File: src/rtl/pattern_fifo_writer.sv
// Pattern source for the read-path throughput test: writes word_count 64-bit pattern words into the
// 64w/32r FIFO at one word per clock while not full; abort ends a run early, status is polled by the host.
module pattern_fifo_writer #(
  parameter logic [31:0] LFSR_SEED = 32'hACE1_2468,
  parameter int          CNT_W     = 32
) (
  input  logic             okClk,
  input  logic             reset_n,
  input  logic             start,
  input  logic             abort,
  input  logic [1:0]       pattern_sel,
  input  logic [CNT_W-1:0] word_count,
  input  logic             fifo_full,
  output logic             fifo_wr_en,
  output logic [63:0]      fifo_din,
  output logic             busy,
  output logic             done,
  output logic             aborted,
  output logic [CNT_W-1:0] words_written
);

  typedef enum logic [1:0] {IDLE, RUN, DONE} state_t;

  state_t           state_q;
  logic [1:0]       sel_q;
  logic [CNT_W-1:0] cnt_q;
  logic [CNT_W-1:0] ww_q;
  logic [63:0]      din_q;
  logic [31:0]      lfsr_q;
  logic [31:0]      n_q;
  logic             busy_q, done_q, aborted_q;

  logic [31:0]      lfsr_d;
  logic [31:0]      n_d;
  logic [CNT_W-1:0] ww_d;

  function automatic logic [31:0] lfsr_step(input logic [31:0] s);
    return {s[30:0], s[31] ^ s[21] ^ s[1] ^ s[0]};
  endfunction

  // n is the half index of the upper half; the lower half is always n+1.
  function automatic logic [63:0] gen_word(input logic [1:0] sel, input logic [31:0] n,
                                           input logic [31:0] s);
    logic [31:0] n1;
    n1 = n + 32'd1;
    case (sel)
      2'd0:    return {n, n1};
      2'd1:    return {32'd1 << n[4:0], 32'd1 << n1[4:0]};
      2'd2:    return {s, lfsr_step(s)};
      default: return {32'hAAAA_AAAA, 32'h5555_5555};
    endcase
  endfunction

  // Including reset_n keeps a write from being issued on the edge that discards the run.
  assign fifo_wr_en = reset_n & (state_q == RUN) & ~fifo_full & ~abort;

  always_comb begin
    lfsr_d = lfsr_step(lfsr_step(lfsr_q));
    n_d    = n_q + 32'd2;
    ww_d   = ww_q + CNT_W'(1);
  end

  always_ff @(posedge okClk) begin
    if (!reset_n) begin
      state_q   <= IDLE;
      sel_q     <= 2'd0;
      cnt_q     <= '0;
      ww_q      <= '0;
      din_q     <= 64'd0;
      lfsr_q    <= LFSR_SEED;
      n_q       <= 32'd0;
      busy_q    <= 1'b0;
      done_q    <= 1'b0;
      aborted_q <= 1'b0;
    end else begin
      case (state_q)
        IDLE, DONE: begin
          if (start && !abort) begin
            sel_q     <= pattern_sel;
            cnt_q     <= word_count;
            ww_q      <= '0;
            aborted_q <= 1'b0;
            din_q     <= gen_word(pattern_sel, 32'd0, LFSR_SEED);
            lfsr_q    <= LFSR_SEED;
            n_q       <= 32'd0;
            if (word_count == '0) begin
              state_q <= DONE;
              busy_q  <= 1'b0;
              done_q  <= 1'b1;
            end else begin
              state_q <= RUN;
              busy_q  <= 1'b1;
              done_q  <= 1'b0;
            end
          end
        end
        RUN: begin
          if (abort) begin
            state_q   <= DONE;
            busy_q    <= 1'b0;
            done_q    <= 1'b1;
            aborted_q <= 1'b1;
          end else if (fifo_wr_en && ww_q != cnt_q) begin
            ww_q   <= ww_d;
            n_q    <= n_d;
            lfsr_q <= lfsr_d;
            din_q  <= gen_word(sel_q, n_d, lfsr_d);
            if (ww_d == cnt_q) begin
              state_q <= DONE;
              busy_q  <= 1'b0;
              done_q  <= 1'b1;
            end
          end
        end
        default: begin
          state_q <= IDLE;
          busy_q  <= 1'b0;
          done_q  <= 1'b0;
        end
      endcase
    end
  end

  assign fifo_din      = din_q;
  assign busy          = busy_q;
  assign done          = done_q;
  assign aborted       = aborted_q;
  assign words_written = ww_q;

endmodule

File: config.mk
export PLATFORM = sky130hd
export DESIGN_NAME = pattern_fifo_writer
export DESIGN_NICKNAME = d
export VERILOG_FILES = /design/src/rtl/pattern_fifo_writer.sv
export SDC_FILE = /design/constraint.sdc
export NUM_CORES = 1
export LEC_CHECK = 0
export CAP_MARGIN = 10
export CORE_MARGIN = 2
export CORE_UTILIZATION = 25
export DETAILED_ROUTE_END_ITERATION = 10
export SETUP_SLACK_MARGIN = 0.5
export SYNTH_ARGS = -nofsm -noshare
export SYNTH_HDL_FRONTEND = slang
export SYNTH_SLANG_ARGS = --single-unit
File: constraint.sdc
create_clock -name okClk -period 3 [get_ports okClk]
set_input_delay 0.6 -clock okClk [delete_from_list [all_inputs] [get_ports okClk]]
set_output_delay 0.6 -clock okClk [all_outputs]
set_load 0.05 [all_outputs]
==> metrics.md <==
| Metric | Value |
|---|---|
| Slew Viols, Final | `0` |
| Gate count of the mapped netlist | `1369` |
| Path type of the worst setup path | `reg -> reg` |
| Peak supply drop | `0.323 mV` |
| Crit Path Max Fanout | `16` |
| Leak Pwr | `5.16 nW` |
| Row count | `75` |
| Max-cap violations | `0` |
| Share of cells above drive strength 1 | `0.189` |
| Overall die width | `210 µm` |
| Initial antenna violation count | `0` |
| Worst Path Arrival | `2850 ps` |
| Core area | `41900 µm²` |
| Placed wire-length estimate | `30.3 mm` |
| Post-DRT Antenna Nets | `0` |
| TritonCTS clock tree | `built` |
| Overflow after GRT | `0` |
| Slew headroom | `0.151` |
| Hold_buf cts | `0` |
| Setup crit end kind | `flop` |
| Core Util, Final | `0.351` |
| Worst path max stage delay | `570 ps` |
| Post-synth ARST share | `0` |
| First-pass GRT wire length | `61.7 mm` |
| Starting Density | `0.253` |
| Fmax | `0.394 GHz` |
| Vias per inst | `5.17` |
| CP Launch Type | `flop` |
| CP delay by family, top | `simple AND/OR/NAND/NOR gates` |
| Clk_skew | `22.0 ps` |
| Synth warnings | `0` |
| Nets | `1618` |
| Final Hold Violating Endpoints | `0` |
| Total CTS buffers | `17` |
| Drt drc | `0` |
| RSZ-0062 raised after global routing | `yes` |
| H-tree levels | `4` |
| Total vias in the final route | `10900` |
| Top_reg_cell synth | `dfxtp_1` |
| Detailed Route WL | `41.2 mm` |
| GP Congestion | `0.961` |
| Pwr/cell area | `424 nW/µm²` |
| Worst hold slack | `455 ps` |
| Vias in the first global route | `10200` |
| Worst-skew pair later-pin latency | `470 ps` |
| Synthesis-to-layout area growth | `38.9%` |
| Routed len/inst | `19.5 µm` |
| Diode count | `0` |
| Most frequent CP cell | `buf_12` |
| Number of flops mapped to enable cells by yosys | `0` |
| Required @ worst endpoint | `3310 ps` |
| Clock-pin transition on the worst setup and hold timing paths | `80 ps` |
| Synthesized flop and latch total | `196` |
| Final worst path period share | `0.847` |
| Largest net degree at the start of global routing | `63` |
| Drt pass-1 iters | `9` |
| Final setup violation count | `0` |
| Worst Max-Slew Pin Slew | `1270 ps` |
| Final min period | `2540 ps` |
| DRT iter0 DRCs | `1037` |
| Total track usage | `0.183` |
| Outcome | `complete, no violations` |
| Boundary Pins | `139` |
| Sequential share of the synthesized area | `0.370` |
| CTS Sinks | `196` |
| Post-Syn Area | `10600 µm²` |
| Avg Cell Area, Syn | `7.75 µm²` |
| Crit path cell chain | `xor2_4 -> or4_4 -> nor4_4 -> a21o_4 -> nand2_4 -> buf_12 -> buf_12 -> o211ai_1 -> a21oi_1` |
| Clock Tree Buf Depth | `2` |
| Crit-path slowest cell | `or4_4` |
| Die Footprint | `44100 µm²` |
| Unique cell type count in the Yosys netlist | `72` |
| Worst hold path class | `reg -> reg` |
| Die height | `210 µm` |
| WP buf/inv | `2` |
| Root buffer cell | `clkbuf_16` |
| I/O Buffers | `138` |
path summary, 6_finish.rpt:
path                                                     start                         to  slack, ps  cells after the start
worst min-delay path                 fifo_din[62]$_SDFFE_PN0P_  fifo_din[62]$_SDFFE_PN0P_        460                      2
worst max-delay path            words_written[15]$_SDFFE_PN0P_  fifo_din[50]$_SDFFE_PN0P_        460                      9
worst min register to register       fifo_din[62]$_SDFFE_PN0P_  fifo_din[62]$_SDFFE_PN0P_        460                      2
worst max register to register  words_written[15]$_SDFFE_PN0P_  fifo_din[50]$_SDFFE_PN0P_        460                      9
cell usage after synthesis, drive strengths merged (5+ instances only):
cell type / n / area, µm²
nand2: 218 / 821
o211ai: 14 / 105
and2: 5 / 31.3
xnor2: 101 / 885
dfxtp: 196 / 3920
nand4: 26 / 163
o22ai: 5 / 31.3
a2111oi: 6 / 52.6
a211oi: 23 / 173
nor3: 20 / 100
ha: 12 / 150
clkbuf: 78 / 293
nand2b: 9 / 56.3
xor2: 41 / 359
or4: 11 / 86.3
or3: 11 / 68.8
o221a: 9 / 101
buf: 30 / 184
nor2: 111 / 419
or2: 11 / 68.8
nor2b: 11 / 68.8
and4: 8 / 70.1
nand3: 49 / 258
o221ai: 6 / 52.6
o31ai: 5 / 37.5
mux2i: 6 / 60.1
o21a: 7 / 52.6
a221oi: 5 / 43.8
nor4: 25 / 190
a21oi: 156 / 785
o21ai: 75 / 375
and3: 6 / 37.5
inv: 20 / 75.1
cell usage in the layout (no fill, tap or decap), drive strengths merged, types with 41 or more instances in the layout:
cell type,instances
nand2,218
o21ai,75
nand3,49
xnor2,101
clkdlybuf4s50,133
xor2,41
dfxtp,196
buf,145
nor2,111
a21oi,156
worst reg2reg max path, stage by stage, from the launching register on:
cell and delay [ps]:
dfxtp_4 390, xor2_4 160, or4_4 570, nor4_4 390
a21o_4 230, nand2_4 90, buf_12 170, buf_12 150
o211ai_1 140, a21oi_1 110
power by group:
part	switching (mW)	internal, mW
Clock	1.19	1.19
Combinational	0.675	0.439
Sequential	0.0869	2.68
Total	1.95	4.30
state kept, by name (all words and copies together), names as in the netlist:
register / cells
sel_q: 2
lfsr_q: 32
words_written: 32
n_q: 31
done: 1
aborted: 1
busy: 1
fifo_din: 64
cnt_q: 32
metrics by stage:
step | std cells | instance area (µm²) | power (mW) | setup TNS [ps] | setup slack [ps]
final | 2119 | 14700 | 6.25 | 0 | 460
after global routing | 2119 | 14700 | 6.47 | 0 | 402
after CTS | 2091 | 14100 | 6.22 | 0 | 485
after detailed placement | 2030 | 13100 | 3.83 | -1680 | -105
after global placement | 2030 | 13100 | 3.83 | -669 | -62.3
after floorplan | 1370 | 10700 | 3.40 | 0 | 451
cells by family (layout without fill, tap and decap cells):
group,count (synthesis),count (layout),synth area share
compound gates,347,347,0.199
xor+xnor,142,142,0.117
fa+ha+maj,12,12,0.0141
buf+inv,128,337,0.0520
flops,196,196,0.370
mux,6,6,0.00566
other cells,1,2,0.000353
simple gates,537,538,0.242
final cells by class:
class / count / area, µm²
Clock buffer: 17 / 425
Clock inverter: 15 / 163
Fill cell: 4312 / 27200
Inverter: 20 / 75.1
Multi-Input combinational cell: 1047 / 6610
Sequential cell: 196 / 4020
Tap cell: 539 / 674
Timing Repair Buffer: 285 / 2780
layer usage:
metal  global-route usage  vias up  part of all wire
met1                0.237     5226              0.43
met2                0.301      429              0.47
li1                     -     5200                 -
met3               0.0311       91             0.061
met4               0.0741        0             0.039
met5                    0        -                 0
repair_timing:
item	4_1_cts	5_1_grt
buffers inserted	29	24
cloned	0	4
pin swaps	19	29
resized for setup	39	95
setup endpoints to repair	151	148
No activity file was read; power rests on OpenSTA's default activity.
